<file path="src/rtl/exc_fetch_tracker_pkg.sv">
// exc_fetch_tracker_pkg: shared opcodes, exception codes and tracker state encoding
package exc_fetch_tracker_pkg;
  localparam logic [5:0] OP_SPECIAL = 6'b000000;
  localparam logic [5:0] OP_REGIMM  = 6'b000001;
  localparam logic [5:0] OP_J       = 6'b000010;
  localparam logic [5:0] OP_JAL     = 6'b000011;
  localparam logic [5:0] OP_BEQ     = 6'b000100;
  localparam logic [5:0] OP_BNE     = 6'b000101;
  localparam logic [5:0] OP_BLEZ    = 6'b000110;
  localparam logic [5:0] OP_BGTZ    = 6'b000111;
  localparam logic [5:0] FN_JR      = 6'b001000;
  localparam logic [5:0] FN_JALR    = 6'b001001;
  localparam logic [4:0] EXC_ADEL   = 5'd4;
  typedef enum logic {RUN = 1'b0, TRAP = 1'b1} state_t;
  function automatic logic is_branch(input logic [31:0] instr);
    logic [5:0] op;
    logic [5:0] fn;
    op = instr[31:26];
    fn = instr[5:0];
    return op == OP_BEQ || op == OP_BNE || op == OP_BLEZ || op == OP_BGTZ ||
           op == OP_REGIMM || op == OP_J || op == OP_JAL ||
           (op == OP_SPECIAL && (fn == FN_JR || fn == FN_JALR));
  endfunction
endpackage

</file>
<file path="src/rtl/exc_fetch_tracker_region_check.sv">
// addr_region_check: flags an address that is misaligned or outside every legal region
module addr_region_check #(
  parameter int ADDR_W = 32,
  parameter int NUM_REGIONS = 2,
  parameter logic [NUM_REGIONS*ADDR_W-1:0] REGION_BASE = {32'h0000_4180, 32'h0000_3000},
  parameter logic [NUM_REGIONS*ADDR_W-1:0] REGION_LIMIT = {32'h0000_4ffc, 32'h0000_4ffc},
  parameter int ALIGN_BITS = 2
) (
  input  logic [ADDR_W-1:0] addr,
  output logic              fault
);
  logic [NUM_REGIONS-1:0] hit;
  logic                   misaligned;
  for (genvar i = 0; i < NUM_REGIONS; i++) begin : g_region
    assign hit[i] = addr >= REGION_BASE[i*ADDR_W +: ADDR_W] &&
                    addr <= REGION_LIMIT[i*ADDR_W +: ADDR_W];
  end
  if (ALIGN_BITS > 0) begin : g_align
    assign misaligned = |addr[ALIGN_BITS-1:0];
  end else begin : g_no_align
    assign misaligned = 1'b0;
  end
  assign fault = misaligned || !(|hit);
endmodule

</file>
<file path="src/rtl/exc_fetch_tracker.sv">
// exc_fetch_tracker: fetch-stage AdEL / delay-slot tracker on the F->D boundary with trap hold
module exc_fetch_tracker
  import exc_fetch_tracker_pkg::*;
#(
  parameter int ADDR_W = 32,
  parameter int NUM_REGIONS = 2,
  parameter logic [NUM_REGIONS*ADDR_W-1:0] REGION_BASE = {32'h0000_4180, 32'h0000_3000},
  parameter logic [NUM_REGIONS*ADDR_W-1:0] REGION_LIMIT = {32'h0000_4ffc, 32'h0000_4ffc},
  parameter int ALIGN_BITS = 2,
  parameter int EXC_W = 5,
  parameter int CNT_W = 8
) (
  input  logic              clk,
  input  logic              reset,
  input  logic              stall,
  input  logic              flush,
  input  logic [ADDR_W-1:0] pc_f,
  input  logic [31:0]       instr_d,
  input  logic              ack,
  output logic [ADDR_W-1:0] pc_d,
  output logic              bd_d,
  output logic [EXC_W-1:0]  exccode_d,
  output logic              exc_valid_d,
  output logic              fetch_block,
  output logic [CNT_W-1:0]  exc_count
);
  state_t            state, state_n;
  logic              fault, bd_f, take_ack, clear, capture;
  logic [EXC_W-1:0]  exc_f, code_n;
  logic [ADDR_W-1:0] pc_n;
  logic              bd_n;
  logic [CNT_W-1:0]  cnt_n;
  addr_region_check #(
    .ADDR_W(ADDR_W), .NUM_REGIONS(NUM_REGIONS), .REGION_BASE(REGION_BASE),
    .REGION_LIMIT(REGION_LIMIT), .ALIGN_BITS(ALIGN_BITS)
  ) u_check (
    .addr(pc_f),
    .fault(fault)
  );
  assign exc_f = fault ? EXC_W'(EXC_ADEL) : '0;
  assign bd_f = is_branch(instr_d);
  // ack only counts when a trap is pending; it wins alongside a flush
  assign take_ack = ack && state == TRAP;
  assign clear = flush || take_ack;
  assign capture = state == RUN && !stall && !clear;
  always_comb begin
    state_n = clear ? RUN : (capture && exc_f != '0) ? TRAP : state;
    pc_n = clear ? '0 : capture ? pc_f : pc_d;
    bd_n = clear ? 1'b0 : capture ? bd_f : bd_d;
    code_n = clear ? '0 : capture ? exc_f : exccode_d;
    cnt_n = (take_ack && exc_count != '1) ? exc_count + 1'b1 : exc_count;
  end
  always_ff @(posedge clk) begin
    if (reset) begin
      state <= RUN;
      pc_d <= '0;
      bd_d <= 1'b0;
      exccode_d <= '0;
      exc_count <= '0;
    end else begin
      state <= state_n;
      pc_d <= pc_n;
      bd_d <= bd_n;
      exccode_d <= code_n;
      exc_count <= cnt_n;
    end
  end
  assign exc_valid_d = exccode_d != '0;
  assign fetch_block = state == TRAP;
endmodule

</file>
<file path="config.mk">
export PLATFORM = sky130hd
export DESIGN_NAME = exc_fetch_tracker
export DESIGN_NICKNAME = d
export VERILOG_FILES = /design/src/rtl/exc_fetch_tracker_pkg.sv /design/src/rtl/exc_fetch_tracker_region_check.sv /design/src/rtl/exc_fetch_tracker.sv
export SDC_FILE = /design/constraint.sdc
export NUM_CORES = 1
export LEC_CHECK = 0
export ABC_AREA = 1
export CORE_MARGIN = 4
export CORE_UTILIZATION = 30
export CTS_BUF_LIST = sky130_fd_sc_hd__clkbuf_8
export DETAILED_ROUTE_END_ITERATION = 10
export MAX_ROUTING_LAYER = met4
export PLACE_DENSITY = 0.67
export SYNTH_ARGS = -nofsm -noshare
export SYNTH_HDL_FRONTEND = slang
export SYNTH_SLANG_ARGS = --single-unit
</file>
<file path="constraint.sdc">
create_clock -name clk -period 1.4 [get_ports clk]
set_input_delay 0.42 -clock clk [delete_from_list [all_inputs] [get_ports clk]]
set_output_delay 0.42 -clock clk [all_outputs]
set_load 0.01 [all_outputs]
</file>
==> flow_summary.rst <==
.. list-table::
   :header-rows: 1

   * - Metric
     - Value
   * - Status
     - completed
   * - Fillers
     - 606
   * - Total power draw
     - 2.82 mW
   * - Placed wire-length estimate
     - 4.10 mm
   * - Net switching fraction of the power
     - 0.220
   * - Via count of the first global-routing pass
     - 1,845
   * - Worst Skew
     - 0.00456 ns
   * - Clock tree from TritonCTS
     - built
   * - Setup repair after global routing missed its margin
     - true
   * - Starting Density
     - 0.315
   * - Xor/xnor share of the synthesized area
     - 0.0184
   * - DIE WIDTH
     - 87.7 um
   * - Post-synthesis mux area share
     - 0
   * - Signed area change from the synthesized netlist to the final layout
     - 66.1%
   * - I/O pin total
     - 117
   * - Clock sink count
     - 43
   * - Slowest library cell on the worst path
     - sky130_fd_sc_hd__dfxtp_2
   * - Standard cell core area
     - 0.00606 mm^2
   * - Hold Buf Count CTS
     - 0
   * - Diodes inserted
     - 0
   * - Post-layout util
     - 0.523
   * - Buffers & Inverters on Critical Path
     - 1
   * - Post-route non-filler standard cell count
     - 445
   * - Internal power
     - 2.20 mW
   * - Final critical path time including I/O delays and setup
     - 1.35 ns
   * - 1st-pass router iterations
     - 4
   * - Detailed Route WL
     - 5.14 mm
   * - Share of synthesized cell area in and, or, nand and nor gates
     - 0.247
   * - Crit start category
     - flip-flop
   * - Power per cell area
     - 889 mW/mm^2
   * - Highest Clock Rate
     - 743 MHz
   * - Worst Path Arrival
     - 0.93 ns
   * - Most frequent cells in the layout
     - 73 x sky130_fd_sc_hd__nand2_1, 47 x sky130_fd_sc_hd__clkdlybuf4s50_1, 41 x sky130_fd_sc_hd__dfxtp_1, 40 x sky130_fd_sc_hd__dlygate4sd2_1, 28 x sky130_fd_sc_hd__a21oi_1
   * - Share of synthesized area occupied by flip-flops and latches
     - 0.451
   * - Worst EP required
     - 0.98 ns
   * - Combinational family with the most area after synthesis
     - simple AND/OR/NAND/NOR gates
   * - Nets@finish
     - 439
   * - DRC Markers
     - 0
   * - Synthesized area
     - 0.00191 mm^2
   * - Clock edge transition at the registers on the reported setup and hold paths
     - 0.08 ns
   * - CP Max Fanout
     - 4
   * - Max VDD drop
     - 0.000707 V
   * - Antenna violations before repair
     - 0
   * - Flops & latches, synth
     - 43
   * - Portion of total power attributed to sequential cells
     - 0.449
   * - Worst min-delay path class
     - reg2reg
   * - Net Switching
     - 0.619 mW
   * - Minimum setup slack among reg-to-reg paths
     - 0.10 ns
   * - Num rows
     - 28
   * - Final critical-path share of the clock period
     - 0.962
   * - Global routing usage summed across all routing layers
     - 0.142
   * - Count of final setup violators
     - 0
   * - Port buffer count
     - 91
   * - Wire length of the first global-routing pass
     - 8.34 mm
   * - Clock Path Buffers
     - 2
   * - Clock Power Share
     - 0.403
   * - Drt initial violations
     - 54
   * - Count of unique library cells instantiated by Yosys
     - 24
   * - Delay-heaviest family, CP
     - flip-flops
   * - Fraction of layout instances using a drive strength above 1
     - 0.157
   * - Global route total overflow
     - 0
   * - Largest incremental delay on the critical path
     - 0.36 ns
   * - Synthesized instance count
     - 253
   * - Synthesis warning total
     - 0
   * - Root buf cell
     - sky130_fd_sc_hd__clkbuf_8
   * - Startpoint-to-endpoint class of the critical path
     - reg2out
   * - Number of max-slew violations in the final report
     - 0
   * - Synthesized area divided by synthesized cell count
     - 7.54 um^2
   * - Cell breakdown of the critical path
     - dlygate4sd2_1
   * - Overall die area
     - 0.00770 mm^2
   * - CTS Buf Count
     - 5
   * - Cell Count Post-Placement
     - 437
   * - Vias
     - 1,960
   * - Via count normalized by instance count
     - 4.40
   * - Kind of end point of the critical path
     - output port
   * - WL per Instance
     - 11.5 um
   * - Number of max-cap violations
     - 0
   * - Portion of total power attributed to combinational logic
     - 0.147
   * - P_leak
     - 1.46 nW
   * - Synth Area in Compound Gates
     - 0.163
   * - Number of routed nets with antenna violations
     - 0
   * - Clock Latency Late Sink
     - 0.29 ns
   * - Height of the chip
     - 87.7 um
   * - Pin count of the biggest net entering global routing
     - 24
   * - Final estimated routing congestion in global placement
     - 0.743
   * - Final-report hold violation count
     - 0
   * - Htree depth
     - 2
   * - Adder-cell share of the synthesized area
     - 0.00656
   * - Most frequent standard cell in the layout excluding fill and tap cells
     - sky130_fd_sc_hd__nand2_1
worst paths after layout:
| path | startpoint | to | cells past startpoint |
|---|---|---|---|
| max | exc_count[0]$_SDFFE_PP0P_ | exc_count[0] | 1 |
| max reg2reg | exc_count[0]$_SDFFE_PP0P_ | exc_count[7]$_SDFFE_PP0P_ | 8 |
| min reg2reg | pc_d[5]$_SDFFE_PP0P_ | pc_d[5]$_SDFFE_PP0P_ | 2 |
| min | pc_d[5]$_SDFFE_PP0P_ | pc_d[5]$_SDFFE_PP0P_ | 2 |
cells by family (layout without fill, tap and decap cells):
kind of cell | after synthesis | after routing
other cells | 1 | 4
flops | 43 | 43
compound gates | 45 | 45
fa+ha+maj | 1 | 1
xor+xnor | 4 | 4
buf+inv | 43 | 157
simple gates | 116 | 116
Yosys cell counts:
cell type                   n  area, um^2
sky130_fd_sc_hd__a211oi_1   4        30.0
sky130_fd_sc_hd__a211oi_2  10         125
sky130_fd_sc_hd__a21oi_1   28         140
sky130_fd_sc_hd__and2_0     1        6.26
sky130_fd_sc_hd__buf_2      6        30.0
sky130_fd_sc_hd__buf_4      6        45.0
sky130_fd_sc_hd__buf_6      3        33.8
sky130_fd_sc_hd__conb_1     1        3.75
sky130_fd_sc_hd__dfxtp_1   43         861
sky130_fd_sc_hd__ha_1       1        12.5
sky130_fd_sc_hd__inv_1     25        93.8
sky130_fd_sc_hd__inv_2      3        11.3
sky130_fd_sc_hd__nand2_1   73         274
sky130_fd_sc_hd__nand2_2    1        6.26
sky130_fd_sc_hd__nand2_4    1        11.3
sky130_fd_sc_hd__nand3_1    6        30.0
sky130_fd_sc_hd__nand3_2    1        10.0
sky130_fd_sc_hd__nand4_1    1        6.26
sky130_fd_sc_hd__nor2_1    28         105
sky130_fd_sc_hd__nor2_2     1        6.26
sky130_fd_sc_hd__nor3_1     3        15.0
sky130_fd_sc_hd__o21ai_0    3        15.0
sky130_fd_sc_hd__xnor2_1    2        17.5
sky130_fd_sc_hd__xor2_1     2        17.5
per-layer routing:
| metal | up-vias | GRT usage | routed length (um) |
|---|---|---|---|
| met2 | 65 | 0.225 | 2390 |
| li1 | 1019 | - | - |
| met4 | 0 | 0.0335 | 38 |
| met5 | - | - | 0 |
| met3 | 5 | 0.0508 | 461 |
| met1 | 871 | 0.172 | 2250 |
layout make-up:
class | instances | area (um^2) | share of cell area
timing repair buffer | 121 | 1120 | 0.355
sequential | 43 | 863 | 0.273
multi-input combinational | 170 | 846 | 0.267
inverter | 28 | 105 | 0.0332
tap | 75 | 93.8 | 0.0296
clock buffer | 5 | 68.8 | 0.0217
clock inverter | 3 | 67.6 | 0.0213
sequential cells by signal (all words and copies together), names as in the netlist:
| register | flops |
|---|---|
| exccode_d | 1 |
| fetch_block | 1 |
| bd_d | 1 |
| pc_d | 32 |
| exc_count | 8 |
power by group through the flow:
stage | clock network, mW | logic [mW] | registers, mW
2_1_floorplan | 0 | 0.160 | 1.31
6_report | 1.14 | 0.415 | 1.27
4_1_cts | 1.18 | 0.421 | 1.27
3_3_place_gp | 0 | 0.435 | 1.29
3_5_place_dp | 0 | 0.439 | 1.29
5_1_grt | 1.23 | 0.457 | 1.27
metrics by stage:
| stage | instance area (um^2) | hold WS (ns) | worst slack, ns | setup TNS, ns |
|---|---|---|---|---|
| 6_report | 3170 | 0.465 | 0.0533 | 0 |
| 4_1_cts | 3160 | 0.467 | 0.00774 | 0 |
| 3_3_place_gp | 3080 | 0.451 | -0.218 | -7.60 |
| 3_5_place_dp | 3080 | 0.456 | -0.244 | -7.99 |
| 5_1_grt | 3170 | 0.491 | -0.0173 | -0.0499 |
| 2_1_floorplan | 1920 | 0.488 | 0.0959 | 0 |
what timing repair did:
| item | in CTS | in global routing |
|---|---|---|
| buffers inserted | 0 | 0 |
| gates resized for setup | 45 | 6 |
| setup endpoints to repair | 44 | 18 |
No activity file was read; power rests on OpenSTA's default activity.
